--- config.mk ---
export PLATFORM = sky130hd
export DESIGN_NAME = proce_data_mem
export DESIGN_NICKNAME = d
export VERILOG_FILES = /design/src/rtl/proce_data_mem.sv
export SDC_FILE = /design/constraint.sdc
export NUM_CORES = 2
export LEC_CHECK = 0
export CAP_MARGIN = 25
export CORE_ASPECT_RATIO = 0.7
export CORE_UTILIZATION = 50
export CTS_CLUSTER_SIZE = 14
export DETAILED_ROUTE_END_ITERATION = 6
export DONT_BUFFER_PORTS = 1
export MAX_ROUTING_LAYER = met4
export PLACE_DENSITY = 0.62
export SYNTH_ARGS = -nofsm -noshare
export SYNTH_HDL_FRONTEND = slang
export SYNTH_SLANG_ARGS = --single-unit
--- constraint.sdc ---
create_clock -name clk -period 7 [get_ports clk]
set_input_delay 2.1 -clock clk [delete_from_list [all_inputs] [get_ports clk]]
set_output_delay 2.1 -clock clk [all_outputs]
set_load 0.02 [all_outputs]
--- src/rtl/proce_data_mem.sv ---
`default_nettype none
// ============================================================================
// Module      : proce_data_mem
// Description : Memory-side responder for the Proce core data port.
//               Word-addressed data RAM plus a small memory-mapped IO region
//               (done/result register, LED register). Owns the core's start
//               signal: after reset it sweeps the RAM to zero, then releases
//               the core. It halts the core once the program writes the done
//               register.
// Revision    : 1.0 - initial release
// ----------------------------------------------------------------------------
// Ports:
//   clk        in   1   system clock, all state updates on posedge
//   reset      in   1   asynchronous active-low reset
//   MemWrite   in   1   write strobe from Proce
//   DataAdr    in  32   byte address from Proce
//   WriteData  in  32   store data from Proce
//   rd         out 32   combinational read data to Proce
//   start      out  1   run enable to Proce
//   busy       out  1   RAM clear sweep in progress
//   done       out  1   sticky program-finished flag
//   result     out 32   value written to the done register
//   leds       out  8   LED register
//   err        out  1   sticky access-error flag
// ============================================================================
module proce_data_mem #(
  parameter int unsigned DEPTH    = 64,
  parameter logic [31:0] IO_BASE  = 32'h0000_0400,
  parameter logic [31:0] DONE_OFS = 32'd0,
  parameter logic [31:0] LED_OFS  = 32'd4
) (
  input  logic        clk,
  input  logic        reset,
  input  logic        MemWrite,
  input  logic [31:0] DataAdr,
  input  logic [31:0] WriteData,
  output logic [31:0] rd,
  output logic        start,
  output logic        busy,
  output logic        done,
  output logic [31:0] result,
  output logic [7:0]  leds,
  output logic        err
);

  localparam int unsigned AW        = $clog2(DEPTH);
  localparam logic [31:0] RAM_BYTES = 32'(DEPTH * 4);
  localparam logic [31:0] DONE_ADR  = IO_BASE + DONE_OFS;
  localparam logic [31:0] LED_ADR   = IO_BASE + LED_OFS;

  typedef enum logic [1:0] {
    ST_INIT = 2'd0,
    ST_RUN  = 2'd1,
    ST_HALT = 2'd2
  } state_e;

  state_e         state_q, state_d;
  logic [AW-1:0]  cnt_q, cnt_d;
  logic           done_q, done_d;
  logic           err_q, err_d;
  logic [31:0]    result_q, result_d;
  logic [7:0]     leds_q, leds_d;

  // RAM has no reset: the INIT sweep clears it instead.
  logic [31:0]    mem_q [DEPTH];
  logic           ram_we;
  logic [AW-1:0]  ram_idx;
  logic [31:0]    ram_wdata;

  // Address decode
  logic [AW-1:0]  adr_idx;
  logic           hit_ram, hit_done, hit_led, aligned;

  assign adr_idx  = DataAdr[AW+1:2];
  assign hit_ram  = (DataAdr < RAM_BYTES);
  assign hit_done = (DataAdr == DONE_ADR);
  assign hit_led  = (DataAdr == LED_ADR);
  assign aligned  = (DataAdr[1:0] == 2'b00);

  always_ff @(posedge clk or negedge reset) begin
    if (!reset) begin
      state_q  <= ST_INIT;
      cnt_q    <= '0;
      done_q   <= 1'b0;
      err_q    <= 1'b0;
      result_q <= '0;
      leds_q   <= '0;
    end else begin
      state_q  <= state_d;
      cnt_q    <= cnt_d;
      done_q   <= done_d;
      err_q    <= err_d;
      result_q <= result_d;
      leds_q   <= leds_d;
    end
  end

  always_ff @(posedge clk) begin
    if (ram_we) begin
      mem_q[ram_idx] <= ram_wdata;
    end
  end

  always_comb begin
    state_d   = state_q;
    cnt_d     = cnt_q;
    done_d    = done_q;
    err_d     = err_q;
    result_d  = result_q;
    leds_d    = leds_q;
    ram_we    = 1'b0;
    ram_idx   = adr_idx;
    ram_wdata = WriteData;

    case (state_q)
      ST_INIT: begin
        // Core accesses are ignored here; the port is owned by the sweep.
        ram_we    = 1'b1;
        ram_idx   = cnt_q;
        ram_wdata = '0;
        cnt_d     = cnt_q + AW'(1);
        if (cnt_q == AW'(DEPTH - 1)) begin
          state_d = ST_RUN;
        end
      end
      ST_RUN: begin
        if (MemWrite) begin
          // Misalignment takes priority over every other decode.
          if (!aligned) begin
            err_d = 1'b1;
          end else if (hit_ram) begin
            ram_we = 1'b1;
          end else if (hit_led) begin
            leds_d = WriteData[7:0];
          end else if (hit_done) begin
            result_d = WriteData;
            done_d   = 1'b1;
            state_d  = ST_HALT;
          end else begin
            err_d = 1'b1;
          end
        end
      end
      ST_HALT: begin
        // Held until reset; reads remain serviced below.
      end
      default: begin
        state_d = ST_INIT;
      end
    endcase
  end

  // Reads return the pre-edge contents, so a write cycle shows the old value.
  always_comb begin
    rd = '0;
    if (state_q != ST_INIT) begin
      if (hit_ram) begin
        rd = mem_q[adr_idx];
      end else if (hit_led) begin
        rd = {24'b0, leds_q};
      end else if (hit_done) begin
        rd = {31'b0, done_q};
      end
    end
  end

  assign start  = (state_q == ST_RUN);
  assign busy   = (state_q == ST_INIT);
  assign done   = done_q;
  assign result = result_q;
  assign leds   = leds_q;
  assign err    = err_q;

endmodule
`default_nettype wire

# After elaboration in Yosys (flattened, before gate mapping)
# Memories as Yosys holds them, arrays and structs flattened.
# Cells that the tools add are included.
dict set report word_totals {
  in_bits 67
  ram_bits 2048
  rom_bits 0
  regBits 50
  out_inout_bits 76
  latchBits 0
  memories 1
}
# memory depth word_bits read_ports rd_ports_with_merged_regs write_ports line
set mem_list {}
lappend mem_list {mem_q 64 32 1 0 1 65} ;# logic [31:0] mem_q [DEPTH];
dict set report op_classes {
  n_mux 23
  n_lt_le_gt_ge 1
  eq_ne 14
  reduce_logical 7
  bitwise_logic 3
  n_div 0
  n_mul 0
  shift 0
  add_sub_neg 1
}
# operator n
set op_table {}
lappend op_table {{$mux 32} 3}
lappend op_table {{$eq 32x11->1 const B} 2}
lappend op_table {{$lt 32x9->1 const B} 1}
lappend op_table {{$mux 2} 6}
lappend op_table {{$ne 2x2->1 const B} 6}
lappend op_table {{$mux 1} 10}
lappend op_table {{$reduce_and 5->1} 2}
lappend op_table {{$mux 8} 1}
lappend op_table {{$reduce_and 7->1} 1}
lappend op_table {{$add 6x1->6 const B} 1}
lappend op_table {{$eq 6x6->1 const B} 1}
lappend op_table {{$mux 6} 1}
lappend op_table {{$ne 2x1->1 const B} 3}
lappend op_table {{$pmux 2 s3} 1}
lappend op_table {{$reduce_and 6->1} 1}
lappend op_table {{$logic_not 2->1} 2}
lappend op_table {{$not 1->1} 3}
lappend op_table {{$eq 2x1->1 const B} 1}
lappend op_table {{$eq 2x2->1 const B} 1}
lappend op_table {{$pmux 1 s2} 1}
lappend op_table {{$reduce_bool 2->1} 1}

# Logic depth before layout (Yosys ltp)
dict set report depth {
  depth_word 7
  mapped_depth 9
  mapped_depth_nobuf 6
}

# Worst setup path before layout
# OpenSTA, ideal clock, no wires.
dict set report synth_timing {
  path_kind {input -> output}
  startpoint {in DataAdr[2]}
  endpoint {out rd[7]}
  arrival_time_ns 4.407
  setup_slack_ns 0.493
  cell_stages 8
  path_buffers 3
  path_cell_list {buf_2 clkbuf_1 buf_2 mux2_2 a222oi_1 a21oi_1 a2111oi_0 a211oi_1}
}
dict set report synth_via {
  elab_chain_cells 4
  elab_cells_between_ends 6
}
# element line
set synth_lines {}
lappend synth_lines {{start: declaration} 35} ;# input logic [31:0] DataAdr,
lappend synth_lines {{parallel branches: the longest is 2 deep, another holds $lt 32x9->1} -}
lappend synth_lines {{$mux 32 (*)} 157} ;# if (hit_ram) begin
lappend synth_lines {{$mux 32 (*)} 156} ;# if (state_q != ST_INIT) begin
lappend synth_lines {{end: declaration} 37} ;# output logic [31:0] rd,
# Mark *: on every way between the ends.

# Final worst setup path
dict set report layout_timing {
  startpoint {in DataAdr[2]}
  endpoint {out rd[29]}
}
dict set report layout_via {
  elab_chain_cells 3
  elab_cells_between_ends 4
}
# element line
set layout_lines {}
lappend layout_lines {{$lt 32x9->1 or $mem_v2 64x32 (tied branches)} -}
lappend layout_lines {{$mux 32 (*)} 157}
lappend layout_lines {{$mux 32 (*)} 156}
# Mark *: on every way between the ends. The rest lies on a longest branch, timed or not.

==> run_results.csv <==
group,metric,value,unit
yosys,synth-main-ff-cell,"edfxtp_1",
yosys,ys_async_sr_fraction,0.0238,
yosys,synth_edf_count,2048,
global_route,first_global_vias,38400,
global_route,antenna_found_initial,6,
timing,max_freq,146,MHz
finish,drive_gt1_frac,0.291,
drt,post-route-drc-count,0,
clock_tree,cts_sinks,2098,
drt,vias,40000,
clock_tree,numCtsBuffers,193,
finish,seq_area,62800,um^2
finish,multiInputGateArea,18100,um^2
yosys,synth_seq_cells,2098,
setup_path,reg2regPathDepth,6,
setup_path,endpoint_kind,"output port",
timing,period_needed,6870,ps
setup_path,crit_fanout,52,
setup_path,r2r_setup_slack,2710,ps
timing,final_hold_viol_count,0,
clock_tree,insertion_delay,840,ps
finish,area_growth,13.0,%
setup_path,crit_type,"input port to output port",
setup_path,r2r_start,"state_q[0]",
setup_path,cp_cell_sequence,"buf_16 > buf_16 > clkbuf_16 > mux4_2 > nor2b_1 > a211oi_1 > a211oi_1 > o221a_2",
finish,fin_nets,3959,
yosys,ys_seq_area_frac,0.773,
flow_run,cap_violations,0,
yosys,syn-mean-instance-area,22.2,um^2
drt,totalWireLength,217000,um
placement,port_buffers,0,
setup_path,slowest_stage,"mux4_2",
timing,finalClockSkew,18.1,ps
clock_tree,cts_buffer_depth,3,
floorplanning,core_area,161000,um^2
timing,worst-slew-pin-transition,1070,ps
placement,dp_hpwl,118000,um
timing,timing.final.ws_setup,131,ps
drt,ant_nets,0,
pwr,p_leak,25.6,nW
placement,gp_congestion,0.869,
floorplanning,die_height,339,um
timing,final.setup.tns,0,ps
pwr,powerDensity,264,nW/um^2
setup_path,r2r_end,"mem_q[8][18]",
clock_tree,clkSlewWorstSetupHoldPaths,60,ps
timing,min_period_over_period,0.981,
drt,wl_per_cell,35.1,um
floorplanning,die_w,483,um
min_path,hold_end,"state_q[0]",
floorplanning,initial_core_util,0.504,
yosys,synth_area,81100,um^2
timing,finalSetupViolations,0,
setup_path,cpPeakStageDelay,560,ps
timing,rsz0062_at_grt,"no",
finish,fill_cells,11700,
setup_path,cp_data_required_time,4900,ps
global_route,grt_pass1_wl,300000,um
timing,finalMaxSlewViolations,0,
min_path,hold_path_startpoint,"state_q[1]",
clock_tree,cts_tree,"yes",
floorplanning,die-area,164000,um^2
global_route,track_usage,0.270,
pwr,max-vdd-ir-drop,206,uV
placement,post-place-ws,58.6,ps
floorplanning,row_count,123,
setup_path,arrival,4770,ps
clock_tree,htreeDepth,4,
min_path,worstHoldPathCells,1,
drt,post_drt_via_cell_ratio,6.47,
yosys,synth_fp_nets,3724,
yosys,yosysWarnings,0,
yosys,synthDistinctLibCells,55,
clock_tree,holdBufCountCts,0,
global_route,overflow,0,
global_route,grt_max_degree,520,
timing,relSlewSlack,0.288,
status,outcome,"finished clean",
clock_tree,cts_root_buf,"clkbuf_16",
floorplanning,io_pins,143,
drt,drtIter0Drc,5925,
drt,drt_pass1_iterations,6,
min_path,min_path_type,"flip-flop to flip-flop",
setup_path,setup.worst_path.start_class,"input port",
yosys,syn_inst,3656,
sequential cells by signal, indices dropped and copies added (netlist names):
signal,cells
cnt_q,6
done,1
err,1
leds,8
mem_q,2048
result,32
state_q,2
metal layers:
metal / wire length [um] / GRT usage / vias up
met5: 0 / - / -
met4: 3550 / 0.0552 / 0
met3: 24200 / 0.0627 / 239
met2: 97100 / 0.380 / 2083
met1: 92200 / 0.404 / 21700
li1: - / - / 16000
cells in the mapped netlist (all sizes together) (3+ instances only):
master	number	area, um^2
a2111oi	8	70.1
a221oi	18	158
nand3	20	100
o221a	18	203
xnor2	5	43.8
a21oi	39	195
nand3b	6	45.0
or4	3	26.3
nor2b	90	563
a32oi	6	52.6
o22ai	5	31.3
o31a	5	43.8
nand2	47	176
buf	101	470
and2	36	225
a211oi	121	908
a22oi	20	150
clkbuf	104	390
a22o	8	70.1
dfrtp	50	1250
a222oi	3	30.0
o21ai	11	55.1
nor4	11	68.8
nand4	5	31.3
edfxtp	2048	61500
a221o	6	60.1
nor3	11	60.1
nand2b	7	43.8
nor2	84	315
mux4	485	10900
mux2i	184	1840
or2	4	25.0
mux2	55	724
a211o	12	105
kinds of logic after synthesis:
| group | synth area share |
|---|---|
| xor+xnor | 0.000540 |
| simple gates | 0.0213 |
| mux | 0.166 |
| flops | 0.773 |
| fa+ha+maj | 0.000154 |
| buf+inv | 0.0107 |
| compound gates | 0.0276 |
worst max-delay path, delay by kind of cell:
kind	cells	cell delay (ps)
AND/OR/NAND/NOR	1	140
multiplexers	1	560
buffers and inverters	3	1050
AO/OA/AOI/OAI	3	820
stage by stage:
| stage | hold slack, ps | utilization | cells | area [um^2] | power, mW |
|---|---|---|---|---|---|
| 2_1_floorplan | 445 | - | 3656 | 81100 | 14.3 |
| 3_3_place_gp | 463 | 0.531 | 5807 | 85400 | 14.2 |
| 3_5_place_dp | 472 | 0.531 | 5809 | 85400 | 14.2 |
| 4_1_cts | 478 | 0.568 | 6163 | 91400 | 24.2 |
| 5_1_grt | 503 | 0.570 | 6176 | 91700 | 24.8 |
| 6_report | 488 | 0.570 | 6178 | 91700 | 24.2 |
power by group:
group / internal [mW] / switching [mW]
Combinational: 0.263 / 0.286
Clock: 5.54 / 4.56
Sequential: 13.6 / 0
Total: 19.4 / 4.85
cell usage in the layout (no fill, tap or decap), types with 6 or more instances in the layout:
cell type,netlist,final
nor3_1,10,7
o21ai_0,11,11
nand3_1,20,19
a2111oi_0,8,8
clkbuf_1,104,58
clkinv_2,0,27
edfxtp_1,2048,2048
nor2_4,0,64
a21oi_1,39,39
a221o_1,6,6
nor2_1,84,19
mux2_2,27,27
a32oi_1,6,6
a211oi_1,121,113
nand3b_1,6,6
a221oi_1,18,18
buf_4,0,221
a211o_1,12,12
bufinv_16,0,10
a22oi_1,20,20
nor2b_1,90,88
clkinv_1,0,44
buf_12,0,12
mux2i_1,184,182
and2_2,0,32
dfrtp_1,50,50
mux4_2,485,485
o221a_2,18,18
nand2b_1,7,7
nand2_1,47,47
nor4_1,11,11
a211oi_2,0,8
a22o_1,8,8
mux2_4,28,28
inv_6,0,6
clkbuf_16,0,205
cell type report:
class                      instances  share of cell area
sequential                      2098               0.684
timing repair buffer             245              0.0241
tap                             2125              0.0290
clock buffer                     255              0.0561
antenna                            3           0.0000819
inverter                           2           0.0000819
multi-input combinational       1351               0.198
clock inverter                    99             0.00864
repair_timing:
item                       CTS  global route
setup buffers                0             0
setup endpoints to repair    0            32
resized for setup            0             5
worst max-delay path by stage:
stage / startpoint / endpoint / slack (ps) / cells after the start
CTS: DataAdr[31] / rd[25] / 30 / 8
detailed placement: DataAdr[14] / rd[25] / 60 / 8
global placement: DataAdr[31] / rd[25] / 40 / 8
finish: DataAdr[2] / rd[29] / 130 / 8
floorplan: DataAdr[2] / rd[7] / 490 / 8
global route: DataAdr[2] / rd[25] / 30 / 10
Power figures use the tool's default switching activity.
